## src/rtl/wbslv_ahbmas_bridge_if.sv

```systemverilog
// Bus bundle for the Wishbone-slave / AHB-master bridge: Wishbone request and
// response signals plus the AHB single-transfer master signals.
interface wbslv_ahbmas_bridge_if #(
  parameter int AWIDTH = 32,
  parameter int DWIDTH = 32
);
  localparam int SW = DWIDTH / 8;

  logic              cyc_i;
  logic              stb_i;
  logic              we_i;
  logic [SW-1:0]     sel_i;
  logic [AWIDTH-1:0] addr_i;
  logic [DWIDTH-1:0] data_i;
  logic [DWIDTH-1:0] data_o;
  logic              ack_o;
  logic              err_o;

  logic [AWIDTH-1:0] haddr;
  logic [1:0]        htrans;
  logic              hwrite;
  logic [2:0]        hsize;
  logic [2:0]        hburst;
  logic [3:0]        hprot;
  logic [DWIDTH-1:0] hwdata;
  logic [DWIDTH-1:0] hrdata;
  logic              hready;
  logic [1:0]        hresp;

  // Bridge view: Wishbone slave side plus AHB master side.
  modport slave (
    input  cyc_i, stb_i, we_i, sel_i, addr_i, data_i,
    output data_o, ack_o, err_o,
    output haddr, htrans, hwrite, hsize, hburst, hprot, hwdata,
    input  hrdata, hready, hresp
  );

  // Environment view: Wishbone master and AHB slave.
  modport master (
    output cyc_i, stb_i, we_i, sel_i, addr_i, data_i,
    input  data_o, ack_o, err_o,
    input  haddr, htrans, hwrite, hsize, hburst, hprot, hwdata,
    output hrdata, hready, hresp
  );
endinterface

```

## src/rtl/wbslv_ahbmas_bridge.sv

```systemverilog
// Wishbone-classic slave to AHB single-transfer master bridge with sel->HSIZE
// decode, two-cycle ERROR handling, bounded RETRY/SPLIT re-issue and watchdog.
module wbslv_ahbmas_bridge #(
  parameter int         AWIDTH    = 32,
  parameter int         DWIDTH    = 32,
  parameter int         RETRY_MAX = 4,
  parameter int         TIMEOUT   = 256,
  parameter logic [3:0] HPROT_VAL = 4'b0011
) (
  input  logic                 clk_i,
  input  logic                 rst_i,
  wbslv_ahbmas_bridge_if.slave bus
);
  localparam int unsigned SW  = DWIDTH / 8;
  localparam int unsigned SWL = $clog2(SW);
  localparam int unsigned RTW = (RETRY_MAX > 0) ? $clog2(RETRY_MAX + 1) : 1;
  localparam int unsigned WDW = (TIMEOUT > 0) ? $clog2(TIMEOUT + 1) : 1;
  localparam logic [RTW-1:0] RMAX    = RTW'(RETRY_MAX);
  localparam logic [WDW-1:0] WD_LAST = (TIMEOUT > 0) ? WDW'(TIMEOUT - 1) : '0;

  localparam logic [1:0] HT_IDLE     = 2'b00;
  localparam logic [1:0] HT_NONSEQ   = 2'b10;
  localparam logic [1:0] HRESP_OKAY  = 2'b00;
  localparam logic [1:0] HRESP_ERROR = 2'b01;

  typedef enum logic [2:0] {S_IDLE, S_ADDR, S_DATA, S_ERR2, S_RESP} state_t;

  state_t            state_q, state_d;
  logic [1:0]        htrans_q, htrans_d;
  logic [AWIDTH-1:0] haddr_q, haddr_d;
  logic              hwrite_q, hwrite_d;
  logic [2:0]        hsize_q, hsize_d;
  logic [DWIDTH-1:0] hwdata_q, hwdata_d;
  logic [DWIDTH-1:0] rdata_q, rdata_d;
  logic              ack_q, ack_d;
  logic              err_q, err_d;
  logic [RTW-1:0]    retry_q, retry_d;
  logic [WDW-1:0]    wdog_q, wdog_d;

  logic              sel_ok;
  logic [2:0]        sel_size;
  logic [SWL-1:0]    sel_off;
  logic [SW-1:0]     pat;
  logic              wd_hit;
  logic              fin, fin_err, fin_rd;
  logic              unused_addr_lsb;

  assign unused_addr_lsb = ^bus.addr_i[SWL-1:0];
  assign wd_hit = (TIMEOUT != 0) && (wdog_q == WD_LAST);

  // Accept only naturally aligned groups of 2^s contiguous lanes.
  always_comb begin
    sel_ok   = 1'b0;
    sel_size = '0;
    sel_off  = '0;
    pat      = '0;
    for (int unsigned s = 0; s <= SWL; s++) begin
      for (int unsigned k = 0; k < SW; k++) begin
        if (k < (SW >> s)) begin
          for (int unsigned b = 0; b < SW; b++) begin
            pat[b] = (b >= (k << s)) && (b < ((k + 1) << s));
          end
          if (bus.sel_i == pat) begin
            sel_ok   = 1'b1;
            sel_size = 3'(s);
            sel_off  = SWL'(k << s);
          end
        end
      end
    end
  end

  always_comb begin
    state_d  = state_q;
    htrans_d = HT_IDLE;
    haddr_d  = haddr_q;
    hwrite_d = hwrite_q;
    hsize_d  = hsize_q;
    hwdata_d = hwdata_q;
    rdata_d  = rdata_q;
    ack_d    = 1'b0;
    err_d    = 1'b0;
    retry_d  = retry_q;
    wdog_d   = wdog_q;
    fin      = 1'b0;
    fin_err  = 1'b0;
    fin_rd   = 1'b0;

    case (state_q)
      S_IDLE: begin
        if (bus.cyc_i && bus.stb_i) begin
          if (sel_ok) begin
            state_d  = S_ADDR;
            htrans_d = HT_NONSEQ;
            haddr_d  = {bus.addr_i[AWIDTH-1:SWL], sel_off};
            hwrite_d = bus.we_i;
            hsize_d  = sel_size;
            hwdata_d = bus.data_i;
            retry_d  = '0;
            wdog_d   = '0;
          end else begin
            state_d = S_RESP;
            err_d   = 1'b1;
          end
        end
      end
      S_ADDR: begin
        if (wd_hit) begin
          fin     = 1'b1;
          fin_err = 1'b1;
        end else begin
          wdog_d = wdog_q + WDW'(1);
          if (bus.hready) state_d = S_DATA;
          else            htrans_d = HT_NONSEQ;
        end
      end
      S_DATA: begin
        if (wd_hit) begin
          fin     = 1'b1;
          fin_err = 1'b1;
        end else begin
          wdog_d = wdog_q + WDW'(1);
          if (bus.hresp == HRESP_ERROR) begin
            if (bus.hready) begin
              fin     = 1'b1;
              fin_err = 1'b1;
            end else begin
              state_d = S_ERR2;
            end
          end else if (bus.hready) begin
            if (bus.hresp == HRESP_OKAY) begin
              fin    = 1'b1;
              fin_rd = ~hwrite_q;
            end else if (retry_q < RMAX) begin
              // RETRY/SPLIT second cycle: re-issue the same address phase.
              state_d  = S_ADDR;
              htrans_d = HT_NONSEQ;
              retry_d  = retry_q + RTW'(1);
              wdog_d   = '0;
            end else begin
              fin     = 1'b1;
              fin_err = 1'b1;
            end
          end
        end
      end
      S_ERR2: begin
        if (wd_hit || bus.hready) begin
          fin     = 1'b1;
          fin_err = 1'b1;
        end else begin
          wdog_d = wdog_q + WDW'(1);
        end
      end
      S_RESP:  state_d = S_IDLE;
      default: state_d = S_IDLE;
    endcase

    // A master that has dropped cyc_i gets no termination; the AHB side still completes.
    if (fin) begin
      state_d = bus.cyc_i ? S_RESP : S_IDLE;
      ack_d   = bus.cyc_i & ~fin_err;
      err_d   = bus.cyc_i & fin_err;
      if (fin_rd && bus.cyc_i) rdata_d = bus.hrdata;
    end
  end

  always_ff @(posedge clk_i) begin
    if (rst_i) begin
      state_q  <= S_IDLE;
      htrans_q <= HT_IDLE;
      haddr_q  <= '0;
      hwrite_q <= 1'b0;
      hsize_q  <= 3'b010;
      hwdata_q <= '0;
      rdata_q  <= '0;
      ack_q    <= 1'b0;
      err_q    <= 1'b0;
      retry_q  <= '0;
      wdog_q   <= '0;
    end else begin
      state_q  <= state_d;
      htrans_q <= htrans_d;
      haddr_q  <= haddr_d;
      hwrite_q <= hwrite_d;
      hsize_q  <= hsize_d;
      hwdata_q <= hwdata_d;
      rdata_q  <= rdata_d;
      ack_q    <= ack_d;
      err_q    <= err_d;
      retry_q  <= retry_d;
      wdog_q   <= wdog_d;
    end
  end

  assign bus.htrans = htrans_q;
  assign bus.haddr  = haddr_q;
  assign bus.hwrite = hwrite_q;
  assign bus.hsize  = hsize_q;
  assign bus.hburst = 3'b000;
  assign bus.hprot  = HPROT_VAL;
  assign bus.hwdata = hwdata_q;
  assign bus.data_o = rdata_q;
  assign bus.ack_o  = ack_q;
  assign bus.err_o  = err_q;
endmodule

```

## src/flat_wrapper.sv

```systemverilog
// flat-port wrapper written by rule: the top's interface ports become plain ports
module wbslv_ahbmas_bridge_flat 
#(
  parameter int         AWIDTH    = 32,
  parameter int         DWIDTH    = 32,
  parameter int         RETRY_MAX = 4,
  parameter int         TIMEOUT   = 256,
  parameter logic [3:0] HPROT_VAL = 4'b0011
)
  (clk_i, rst_i, bus_cyc_i, bus_stb_i, bus_we_i, bus_sel_i, bus_addr_i, bus_data_i, bus_data_o, bus_ack_o, bus_err_o, bus_haddr, bus_htrans, bus_hwrite, bus_hsize, bus_hburst, bus_hprot, bus_hwdata, bus_hrdata, bus_hready, bus_hresp);
  wbslv_ahbmas_bridge_if #(.AWIDTH(AWIDTH), .DWIDTH(DWIDTH)) bus_i ();
  input  logic clk_i;
  input  logic rst_i;
  input wire logic [$bits(bus_i.cyc_i)-1:0] bus_cyc_i;
  input wire logic [$bits(bus_i.stb_i)-1:0] bus_stb_i;
  input wire logic [$bits(bus_i.we_i)-1:0] bus_we_i;
  input wire logic [$bits(bus_i.sel_i)-1:0] bus_sel_i;
  input wire logic [$bits(bus_i.addr_i)-1:0] bus_addr_i;
  input wire logic [$bits(bus_i.data_i)-1:0] bus_data_i;
  output wire logic [$bits(bus_i.data_o)-1:0] bus_data_o;
  output wire logic [$bits(bus_i.ack_o)-1:0] bus_ack_o;
  output wire logic [$bits(bus_i.err_o)-1:0] bus_err_o;
  output wire logic [$bits(bus_i.haddr)-1:0] bus_haddr;
  output wire logic [$bits(bus_i.htrans)-1:0] bus_htrans;
  output wire logic [$bits(bus_i.hwrite)-1:0] bus_hwrite;
  output wire logic [$bits(bus_i.hsize)-1:0] bus_hsize;
  output wire logic [$bits(bus_i.hburst)-1:0] bus_hburst;
  output wire logic [$bits(bus_i.hprot)-1:0] bus_hprot;
  output wire logic [$bits(bus_i.hwdata)-1:0] bus_hwdata;
  input wire logic [$bits(bus_i.hrdata)-1:0] bus_hrdata;
  input wire logic [$bits(bus_i.hready)-1:0] bus_hready;
  input wire logic [$bits(bus_i.hresp)-1:0] bus_hresp;
  assign bus_i.cyc_i = bus_cyc_i;
  assign bus_i.stb_i = bus_stb_i;
  assign bus_i.we_i = bus_we_i;
  assign bus_i.sel_i = bus_sel_i;
  assign bus_i.addr_i = bus_addr_i;
  assign bus_i.data_i = bus_data_i;
  assign bus_data_o = bus_i.data_o;
  assign bus_ack_o = bus_i.ack_o;
  assign bus_err_o = bus_i.err_o;
  assign bus_haddr = bus_i.haddr;
  assign bus_htrans = bus_i.htrans;
  assign bus_hwrite = bus_i.hwrite;
  assign bus_hsize = bus_i.hsize;
  assign bus_hburst = bus_i.hburst;
  assign bus_hprot = bus_i.hprot;
  assign bus_hwdata = bus_i.hwdata;
  assign bus_i.hrdata = bus_hrdata;
  assign bus_i.hready = bus_hready;
  assign bus_i.hresp = bus_hresp;
  wbslv_ahbmas_bridge #(.AWIDTH(AWIDTH), .DWIDTH(DWIDTH), .RETRY_MAX(RETRY_MAX), .TIMEOUT(TIMEOUT), .HPROT_VAL(HPROT_VAL)) u_core (.clk_i(clk_i), .rst_i(rst_i), .bus(bus_i));
endmodule
```

## config.mk

```make
export PLATFORM = sky130hd
export DESIGN_NAME = wbslv_ahbmas_bridge_flat
export DESIGN_NICKNAME = d
export VERILOG_FILES = /design/src/rtl/wbslv_ahbmas_bridge_if.sv /design/src/rtl/wbslv_ahbmas_bridge.sv /design/src/flat_wrapper.sv
export SDC_FILE = /design/constraint.sdc
export NUM_CORES = 1
export LEC_CHECK = 0
export ABC_AREA = 1
export BUFFER_PORTS_ARGS = -buffer_cell sky130_fd_sc_hd__buf_2
export CAP_MARGIN = 20
export CELL_PAD_IN_SITES_DETAIL_PLACEMENT = 0
export CELL_PAD_IN_SITES_GLOBAL_PLACEMENT = 2
export CORE_MARGIN = 1
export CORE_UTILIZATION = 26
export CTS_CLUSTER_DIAMETER = 100
export DETAILED_ROUTE_END_ITERATION = 10
export PLACE_DENSITY = 0.83
export SLEW_MARGIN = 25
export SYNTH_ARGS = -nofsm -noshare
export SYNTH_HDL_FRONTEND = slang
export SYNTH_SLANG_ARGS = --single-unit
```

## constraint.sdc

```tcl
create_clock -name clk_i -period 4.5 [get_ports clk_i]
set_clock_uncertainty 0.15 [all_clocks]
set_input_delay 0 -clock clk_i [delete_from_list [all_inputs] [get_ports clk_i]]
set_output_delay 0 -clock clk_i [all_outputs]
set_load 0.01 [all_outputs]
```

==> out/summary.txt, run 1 <==
Final WL - 14.2 mm
First-pass GRT wire length - 22.6 mm
GPL Wtd Cong - 0.727
Final period util - 64.3%
F_max - 346 MHz
PwrDens - 422 nW/um^2
Setup crit start kind - input pin
Post-synth top area share - 50.7%
Critical Path AT - 3.08 ns
Multiplexer share of the synthesized area - 0%
Most instantiated library cell after synthesis - nor2_1
Max-slew violations - 0
Die Area - 18300 um^2
Hold Crit Class - in -> reg
Via-to-Cell Ratio - 4.30
Pre-CTS WS - 1.83 ns
Final #Nets - 1026
Post-Synthesis Cell Area - 4620 um^2
Initial antenna violation count - 1
Die height - 135 um
Port bufs - 207
Post-route ant nets - 0
CTS Buffer Depth - 2
Synth Warn # - 0
Post-synthesis sequential area ratio - 50.7%
Sink Count - 117
CP cell instances - dlygate4sd3_1, buf_2, nand2_1, dlygate4sd3_1, inv_1, nand2_1, nand3_1, nand2_2, buf_4, nand3_1, inv_1, o21ai_0, a21oi_1
Die width - 135 um
Crit path buf inv count - 6
Max H-tree Level - 4
Pin count of the biggest net entering global routing - 73
Synth cell count leaders - nor2_1, dfxtp_1, nand2_1, o21ai_0, nand3_1
Slew HR - 37.2%
Peak supply drop - 0.000260 V
Number of global-route vias before repair - 4659
Ys async rst share - 0%
FP Rows - 48
Status - finished clean
Critical path required time - 4.69 ns
Synth Area per Inst - 7.54 um^2
CTS tree - done
Slew @ Worst Pin - 0.941 ns
Setup ws final - 1.61 ns
CP top delay family - buffers and inverters
Synth Area in Simple Gates - 26.6%
Largest family of logic cells by synthesized area - simple AND/OR/NAND/NOR gates
Post-CTS Setup Bufs - 0
Drt pass-1 iters - 4
RSZ-0062 raised after global routing - false
Setup TNS - 0 ns
Share of cells above drive strength 1 - 27.3%
Vias - 4955
Most area-hungry cell type in the Yosys netlist - dfxtp_1
Max-cap violation count - 0
Post-synth EDFFs - 0
Global route overflow - 0
Mapped Cells - 613
GRT Overall Usage - 15.7%
Synth Area in Compound Gates - 14.0%
Synthesized-area fraction occupied by adder cells - 1.08%
Critical path's largest stage delay - 0.54 ns
Final min period - 2.89 ns
Hold Violations, Final - 0
Post-DP HPWL - 9.25 mm
Crit-path max FO - 72
Clk_lat worst skew - 0.41 ns
Area growth from synthesis to layout - 60.8%
Diodes inserted - 0
Post-Synth XOR/XNOR Area - 0%
Number of synthesized register bits - 117
Final setup fails - 0
Synth area leaders - dfxtp_1, nor2_1, o21ai_0
Core Area - 17300 um^2
DR WL/cell - 12.4 um
Ys flop type - dfxtp_1
Fillers - 1764
Setup crit end kind - register
Num ports - 219
Detailed router's first-iteration violation count - 236
Initial Util - 26.7%
Unique cell type count in the Yosys netlist - 30
Clk root buf - clkbuf_16
Remaining routing DRC violations - 0
Critical path's slowest cell - dlygate4sd3_1
WS Path Type - in -> reg
Static Leak - 0.00337 uW
Reg clk slew, reported paths - 0.06 ns
TritonCTS buffer count - 17
[flip-flops by register name, summed over array words and instances, names as in the netlist]
name and flops:
u_core.state_q 3, u_core.bus.hwdata 32, u_core.bus.ack_o 1, u_core.bus.err_o 1, u_core.bus.hsize 2, u_core.bus.data_o 32, u_core.bus.htrans 1, u_core.retry_q 3
u_core.bus.hwrite 1, u_core.bus.haddr 32, u_core.wdog_q 9
[power by group]
group	switching (uW)	total, uW	internal (uW)
registers	55.0	1180	1130
logic	352	620	268
clock network	491	1330	840
[placed cells by master (no fill, tap or decap)]
cell | Yosys | layout
nor3b_1 | 1 | 1
o22ai_1 | 1 | 1
nand3_1 | 46 | 46
clkbuf_16 | 0 | 17
a21boi_1 | 1 | 1
o21ai_1 | 1 | 1
a31oi_1 | 2 | 2
buf_4 | 10 | 4
a211oi_1 | 1 | 1
inv_1 | 26 | 26
nand3_4 | 1 | 1
dfxtp_1 | 117 | 117
buf_2 | 13 | 207
nor3_4 | 1 | 1
or2_0 | 1 | 1
inv_6 | 0 | 2
nand2_1 | 73 | 72
clkinv_2 | 0 | 4
conb_1 | 2 | 9
bufinv_16 | 0 | 2
a21oi_1 | 45 | 45
inv_2 | 2 | 2
nor2_2 | 1 | 1
o21bai_1 | 3 | 3
ha_1 | 4 | 4
nand4_1 | 5 | 5
nor2_1 | 152 | 152
clkbuf_8 | 0 | 2
nand2_2 | 3 | 4
clkinvlp_4 | 0 | 3
nor3_1 | 6 | 6
nor2_4 | 2 | 2
o21ai_0 | 69 | 69
clkinv_4 | 0 | 1
dlygate4sd3_1 | 0 | 109
o211ai_1 | 2 | 2
[per-layer routing]
metal / vias to the layer above / GRT usage, % / routed length [um]
met5: - / 0 / 13
met4: 2 / 6.68 / 302
met3: 23 / 4.15 / 633
met2: 118 / 26.7 / 6990
met1: 2229 / 18.5 / 6290
li1: 2583 / - / -
[cells by family after synthesis]
kind of cell,count (synthesis)
AO/OA/AOI/OAI,125
adder cells (fa/ha/maj),4
buffers and inverters,73
flip-flops,117
other,2
AND/OR/NAND/NOR,292
[per-stage QoR]
step / instance area (um^2) / util [%] / hold slack, ns / total power [uW] / cells
after global placement: 5760 / 33.3 / 0.0989 / 1750 / 1011
after CTS: 7430 / 43.0 / 0.0193 / 3170 / 1151
after global routing: 7430 / 43.0 / 0.0419 / 3320 / 1151
after detailed placement: 5760 / 33.3 / 0.104 / 1750 / 1011
after floorplan: 4650 / - / 0.00891 / 1570 / 620
final: 7430 / 43.0 / 0.0394 / 3130 / 1151
[timing repair]
action                                  CTS  global route
endpoints found under the setup margin    0             0
endpoints found under the hold margin   105             0
hold buffers                            109             0
gates resized for setup                   0             0
[worst paths after layout]
kind	start	end	slack [ns]	cells past startpoint
max reg2reg	u_core.wdog_q[0]	u_core.state_q[1]	1.75	14
max	bus_sel_i[2]	u_core.wdog_q[4]	1.61	13
min reg2reg	u_core.bus.data_o[22]	u_core.bus.data_o[22]	0.31	2
min	rst_i	u_core.bus.data_o[6]	0.04	2
[cell type report]
type                       count  area (um^2)  share of cell area (%)
sequential                   117         2340                    31.5
multi-input combinational    430         1960                    26.4
inverter                      28          105                    1.41
tap                          225          282                    3.79
clock buffer                  19          453                    6.09
clock inverter                12          129                    1.73
timing repair buffer         320         2160                    29.0
No activity file was read; power rests on OpenSTA's default activity.
==> inputs of run 2 (changes only) <==
--- a/config.mk
+++ b/config.mk
@@ -11,10 +11,10 @@
 export CELL_PAD_IN_SITES_DETAIL_PLACEMENT = 0
 export CELL_PAD_IN_SITES_GLOBAL_PLACEMENT = 2
 export CORE_MARGIN = 1
-export CORE_UTILIZATION = 26
+export CORE_UTILIZATION = 22
 export CTS_CLUSTER_DIAMETER = 100
 export DETAILED_ROUTE_END_ITERATION = 10
-export PLACE_DENSITY = 0.83
+export PLACE_DENSITY = 0.75
 export SLEW_MARGIN = 25
 export SYNTH_ARGS = -nofsm -noshare
 export SYNTH_HDL_FRONTEND = slang
==> constraint.sdc (replaced) <==
create_clock -name clk_i -period 2.5 [get_ports clk_i]
set_clock_uncertainty 0.15 [all_clocks]
set_input_delay 0 -clock clk_i [delete_from_list [all_inputs] [get_ports clk_i]]
set_output_delay 0 -clock clk_i [all_outputs]
set_load 0.01 [all_outputs]
==> run 2 against run 1 <==
Via count decreased by 0.73%; utilization decreased by 5.9 points; cell count increased by 4.7%; sequential share of layout area decreased by 0.59 points; hold slack got worse by 0.0090 ns; worst setup slack got worse by 1.4 ns; clock power increased by 79%; highest routed layer is now met4.
==> out/summary.txt, run 2 (synthesis gave the netlist of run 1 again) <==
Setup crit end kind - register
Max-cap violation count - 0 (unchanged)
Critical Path AT - 2.39 ns (-0.69 ns)
Final period util - 90.0%
Met1 GRT Util - 16.0% (-2.5 points)
Initial antenna violation count - 0 (-1)
First-pass GRT wire length - 23.1 mm (+2.2%)
F_max - 445 MHz
WS Path Type - reg -> reg
Die Area - 21600 um^2 (+18%)
Die height - 147 um (+8.6%)
Internal power - 4010 uW (+79%)
Placed cells - 1063 (+5.1%)
GRT Overall Usage - 13.4% (-2.3 points)
RSZ-0062 raised after global routing - false
Comb power frac - 20.1% (+0.3 points)
Detailed router's first-iteration violation count - 226 (-4.2%)
Final cell count without fillers - 1205 (+4.7%)
Slew @ Worst Pin - 0.531 ns (-0.410 ns)
Num ports - 219 (unchanged)
Net Sw Frac - 28.9% (+0.25 points)
Port bufs - 207 (unchanged)
Setup crit start kind - register
Via-to-Cell Ratio - 4.08 (-5.2%)
Remaining routing DRC violations - 0 (unchanged)
Critical path required time - 2.64 ns (-2.05 ns)
Final setup fails - 0 (unchanged)
Met3 Resource Use GR - 3.66% (-0.49 points)
Slew HR - 64.6% (+27 points)
Flop pwr share - 37.8% (about the same)
PwrDens - 745 nW/um^2 (+77%)
Area growth from synthesis to layout - 63.9%
Sink Count - 117 (unchanged)
Reg clk slew, reported paths - 0.06 ns (about the same)
Post-CTS Setup Bufs - 0 (unchanged)
Static Leak - 0.00340 uW (+0.90%)
Clk_lat worst skew - 0.40 ns (about the same)
Crit-path max FO - 8 (-89%)
Diodes inserted - 0 (unchanged)
TritonCTS buffer count - 17 (unchanged)
Commonest non-fill, non-tap cell in the layout - buf_2
Setup TNS - 0 ns (unchanged)
Share of total power in the clock network - 42.2% (-0.3 points)
Post-DP HPWL - 9.48 mm (+2.5%)
Die width - 147 um (+8.6%)
GRT Max-Usage Layer - met2
DR WL/cell - 11.9 um (-3.8%)
Drt pass-1 iters - 4 (unchanged)
GPL Wtd Cong - 0.766 (+5.3%)
Global route overflow - 0 (unchanged)
Share of cells above drive strength 1 - 27.7% (+0.38 points)
Pin count of the biggest net entering global routing - 69 (-5.5%)
Max-slew violations - 0 (unchanged)
Final WL - 14.3 mm (+0.70%)
Hold Crit Class - in -> reg
Most frequent cells in the layout - buf_2, nor2_1, dfxtp_1
Status - finished clean
Core Area - 20400 um^2 (+18%)
Initial Util - 22.6% (-4.1 points)
Final min period - 2.25 ns
Clk root buf - clkbuf_16
Met2 usage - 22.7% (-3.9 points)
FP Rows - 52 (+8.3%)
Final #Nets - 1034 (+0.78%)
Net Sw Power - 1630 uW (+82%)
Hold Violations, Final - 0 (unchanged)
Vias - 4919 (-0.73%)
Max H-tree Level - 4 (unchanged)
CTS Buffer Depth - 2 (unchanged)
Peak supply drop - 0.000413 V (+59%)
Post-route ant nets - 0 (unchanged)
CTS tree - done
Number of global-route vias before repair - 4689 (+0.64%)
run 2: cell count changes in the layout (fill, tap and decap cells not counted), sizes merged:
cell	before	now
clkbuf	19	20
inv	30	29
clkinv	5	4
buf	211	218
clkinvlp	3	5
dlygate4sd3	109	110
run 2: worst max-delay path, stage by stage, from the launching register on:
cell and delay, ns:
dfxtp_1 0.33, ha_1 0.20, inv_1 0.08, nor2_1 0.07, nand2_1 0.09, nor2_1 0.07
ha_1 0.25, nand3_1 0.10, nand2_1 0.08, nor2_4 0.22, nand4_1 0.21, o21ai_0 0.22
nor2_1 0.05
run 2: worst paths after layout:
path                               from                     to  slack (ns)  depth (start not counted)
setup / recovery       u_core.wdog_q[0]       u_core.wdog_q[5]        0.25                         12
hold / removal                bus_cyc_i  u_core.bus.data_o[22]        0.03                          4
setup reg to reg       u_core.wdog_q[0]       u_core.wdog_q[5]        0.25                         12
hold reg to reg   u_core.bus.data_o[25]  u_core.bus.data_o[25]        0.31                          2
run 2: final cells by class:
cell class	count	area, um^2
flip-flops and latches	117	2340
inverters	28	105
fillers	2168	12900
repair buffers	328	2240
well taps	270	338
clock buffers	20	447
clock inverters	12	130
multi-input cells	430	1970
run 2: layer usage:
layer	vias to the layer above	wire (um)
met5	-	0
met4	0	148
met3	10	649
met2	122	6960
met1	2182	6580
li1	2605	-
run 2: power groups by stage:
stage	logic, uW	registers (uW)	clock network [uW]
final	1130	2130	2380
after global routing	1280	2160	2560
after CTS	1150	2130	2460
after detailed placement	1010	2170	0
after global placement	1010	2170	0
after floorplan	616	2210	0
run 2: repair_timing:
| item | CTS | global route |
|---|---|---|
| hold buffers | 110 | 0 |
| hold endpoints to repair | 105 | 0 |
| resized for setup | 0 | 1 |
| endpoints found under the setup margin | 0 | 2 |
run 2: metrics by stage:
| stage | instance area, um^2 | setup WS, ns | total power, uW | hold slack, ns | utilization, % |
|---|---|---|---|---|---|
| after floorplan | 4650 | 0.531 | 2830 | 0.00891 | - |
| after global placement | 5890 | 0.240 | 3180 | 0.101 | 28.8 |
| after detailed placement | 5890 | 0.193 | 3180 | 0.106 | 28.8 |
| after CTS | 7570 | 0.179 | 5740 | 0.00467 | 37.0 |
| after global routing | 7570 | 0.0335 | 6000 | 0.0394 | 37.1 |
| final | 7570 | 0.250 | 5640 | 0.0304 | 37.1 |
==> inputs of run 3 (changes only) <==
==> constraint.sdc (replaced) <==
create_clock -name clk_i -period 1.9 [get_ports clk_i]
set_clock_uncertainty 0.15 [all_clocks]
set_input_delay 0 -clock clk_i [delete_from_list [all_inputs] [get_ports clk_i]]
set_output_delay 0 -clock clk_i [all_outputs]
set_load 0.01 [all_outputs]
==> run 3 against run 2 <==
The run now ends with negative setup slack left; total power rose by 37%; sequential share of layout area fell by 3.1 points; sequential power rose by 31%; hold slack improved by 0.19 ns; global-route usage rose by 0.42 points; die area did not move; first-iteration DRC count fell by 43%; wire length rose by 12%; critical path type unchanged; critical endpoint is now u_core.bus.data_o[29]; largest power group unchanged.
==> out/summary.txt, run 3 (synthesis gave the netlist of run 1 again) <==
Status - complete, but fails checks
Failing checks - negative setup slack
Peak supply drop - 0.000671 V (+63%)
Final WL - 16.0 mm (+12%)
Flop-to-flop setup slack - -0.07 ns (-0.32 ns)
Final period util - 103% (+13 points)
Hold_ws - 0.224 ns (+0.194 ns)
Remaining routing DRC violations - 0 (unchanged)
CTS tree - done
GPL Wtd Cong - 0.738 (-3.7%)
Most frequent cells in the layout - buf_2, nor2_1, dfxtp_1
Pin count of the biggest net entering global routing - 53 (-23%)
WS Path Type - reg -> reg
Hold Violations, Final - 0 (unchanged)
Via-to-Cell Ratio - 4.17 (+2.2%)
Max H-tree Level - 4 (unchanged)
Final #Nets - 1062 (+2.7%)
GRT Overall Usage - 13.8% (+0.42 points)
Slew HR - 55.8% (-8.8 points)
Setup ws final - -0.0651 ns (-0.315 ns)
Max-cap violation count - 0 (unchanged)
Reg clk slew, reported paths - 0.05 ns (about the same)
PwrDens - 920 nW/um^2 (+23%)
Commonest non-fill, non-tap cell in the layout - buf_2
Initial Util - 22.6% (unchanged)
F_max - 509 MHz (+14%)
Crit-path max FO - 8 (unchanged)
TritonCTS buffer count - 17 (unchanged)
Critical Path AT - 2.08 ns (-0.31 ns)
Pre-CTS WS - -0.103 ns (-0.295 ns)
Slew @ Worst Pin - 0.663 ns (+0.132 ns)
Diodes inserted - 0 (unchanged)
Vias - 5139 (+4.5%)
Critical path required time - 2.02 ns (-0.62 ns)
Drt pass-1 iters - 4 (unchanged)
Detailed router's first-iteration violation count - 128 (-43%)
Initial antenna violation count - 0 (unchanged)
Post-route ant nets - 0 (unchanged)
Die height - 147 um (unchanged)
Sink Count - 117 (unchanged)
Port bufs - 207 (unchanged)
Static Leak - 0.00364 uW (+7.1%)
Global route overflow - 0 (unchanged)
Final setup fails - 35 (+35)
Final min period - 1.97 ns (-0.285 ns)
DR WL/cell - 13.0 um (+9.3%)
CTS Buffer Depth - 2 (unchanged)
Max-slew violations - 0 (unchanged)
Hold Crit Class - in -> reg
RSZ-0062 raised after global routing - true
First-pass GRT wire length - 23.8 mm (+3.0%)
Area growth from synthesis to layout - 82.2%
Setup crit start kind - register
Setup crit end kind - register
Post-DP HPWL - 9.70 mm (+2.3%)
Die width - 147 um (unchanged)
Share of cells above drive strength 1 - 39.7% (+12 points)
Die Area - 21600 um^2 (unchanged)
Clk root buf - clkbuf_16
Core Area - 20400 um^2 (unchanged)
Clk_lat worst skew - 0.41 ns (about the same)
Num ports - 219 (unchanged)
Number of global-route vias before repair - 4858 (+3.6%)
FP Rows - 52 (unchanged)
-- run 3: timing repair --
item | CTS | global route
buffers inserted | 2 | 6
endpoints found under the hold margin | 114 | 0
pin swaps | 8 | 20
gates resized for setup | 7 | 131
cloned | 1 | 6
setup endpoints to repair | 44 | 57
hold buffers | 110 | 0
-- run 3: stage by stage --
| stage | power, uW | instances | setup TNS (ns) | instance area (um^2) | util, % |
|---|---|---|---|---|---|
| 5_1_grt | 8190 | 1232 | -4.64 | 8420 | 41.2 |
| 2_1_floorplan | 3730 | 620 | -0.0239 | 4670 | - |
| 4_1_cts | 7630 | 1220 | -0.401 | 7730 | 37.9 |
| 6_report | 7740 | 1232 | -1.03 | 8420 | 41.2 |
| 3_3_place_gp | 4300 | 1076 | -0.404 | 6020 | 29.5 |
| 3_5_place_dp | 4290 | 1076 | -0.936 | 6020 | 29.5 |
-- run 3: per-layer routing --
metal | vias to the layer above | routed length, um | global-route usage, %
met3 | 17 | 659 | 3.51
met1 | 2336 | 7260 | 16.7
met2 | 122 | 7870 | 23.4
li1 | 2664 | - | -
met4 | 0 | 228 | 5.21
met5 | - | 0 | 0
-- run 3: layout make-up --
class	instances	area [um^2]
fillers	2138	12000
repair buffers	355	2570
multi-input cells	431	2490
flip-flops and latches	117	2340
clock buffers	20	457
well taps	270	338
inverters	28	110
clock inverters	11	103
-- run 3: worst paths after layout --
kind                               from                    end  depth (start not counted)
setup / recovery       u_core.wdog_q[1]  u_core.bus.data_o[29]                         12
hold / removal           bus_data_i[17]  u_core.bus.hwdata[17]                          4
setup reg to reg       u_core.wdog_q[1]  u_core.bus.data_o[29]                         12
hold reg to reg   u_core.bus.data_o[27]  u_core.bus.data_o[27]                          2
-- run 3: power breakdown --
| group | leakage, uW | internal [uW] | total (uW) | switching, uW |
|---|---|---|---|---|
| sequential | 0.000950 | 2680 | 2800 | 124 |
| combinational | 0.00243 | 849 | 1890 | 1040 |
| clock | 0.000269 | 1860 | 3050 | 1190 |
| total | 0.00364 | 5390 | 7740 | 2350 |
-- run 3: critical path, cell delays in order, from the launching register on --
cell and delay, ns:
dfxtp_2 0.33, ha_4 0.16, inv_4 0.06, nor2_4 0.03
nand2_2 0.09, nor2_4 0.05, ha_4 0.18, nor3_4 0.21
buf_12 0.16, nand2_8 0.07, clkbuf_16 0.21, nand2_4 0.07
a21oi_2 0.04
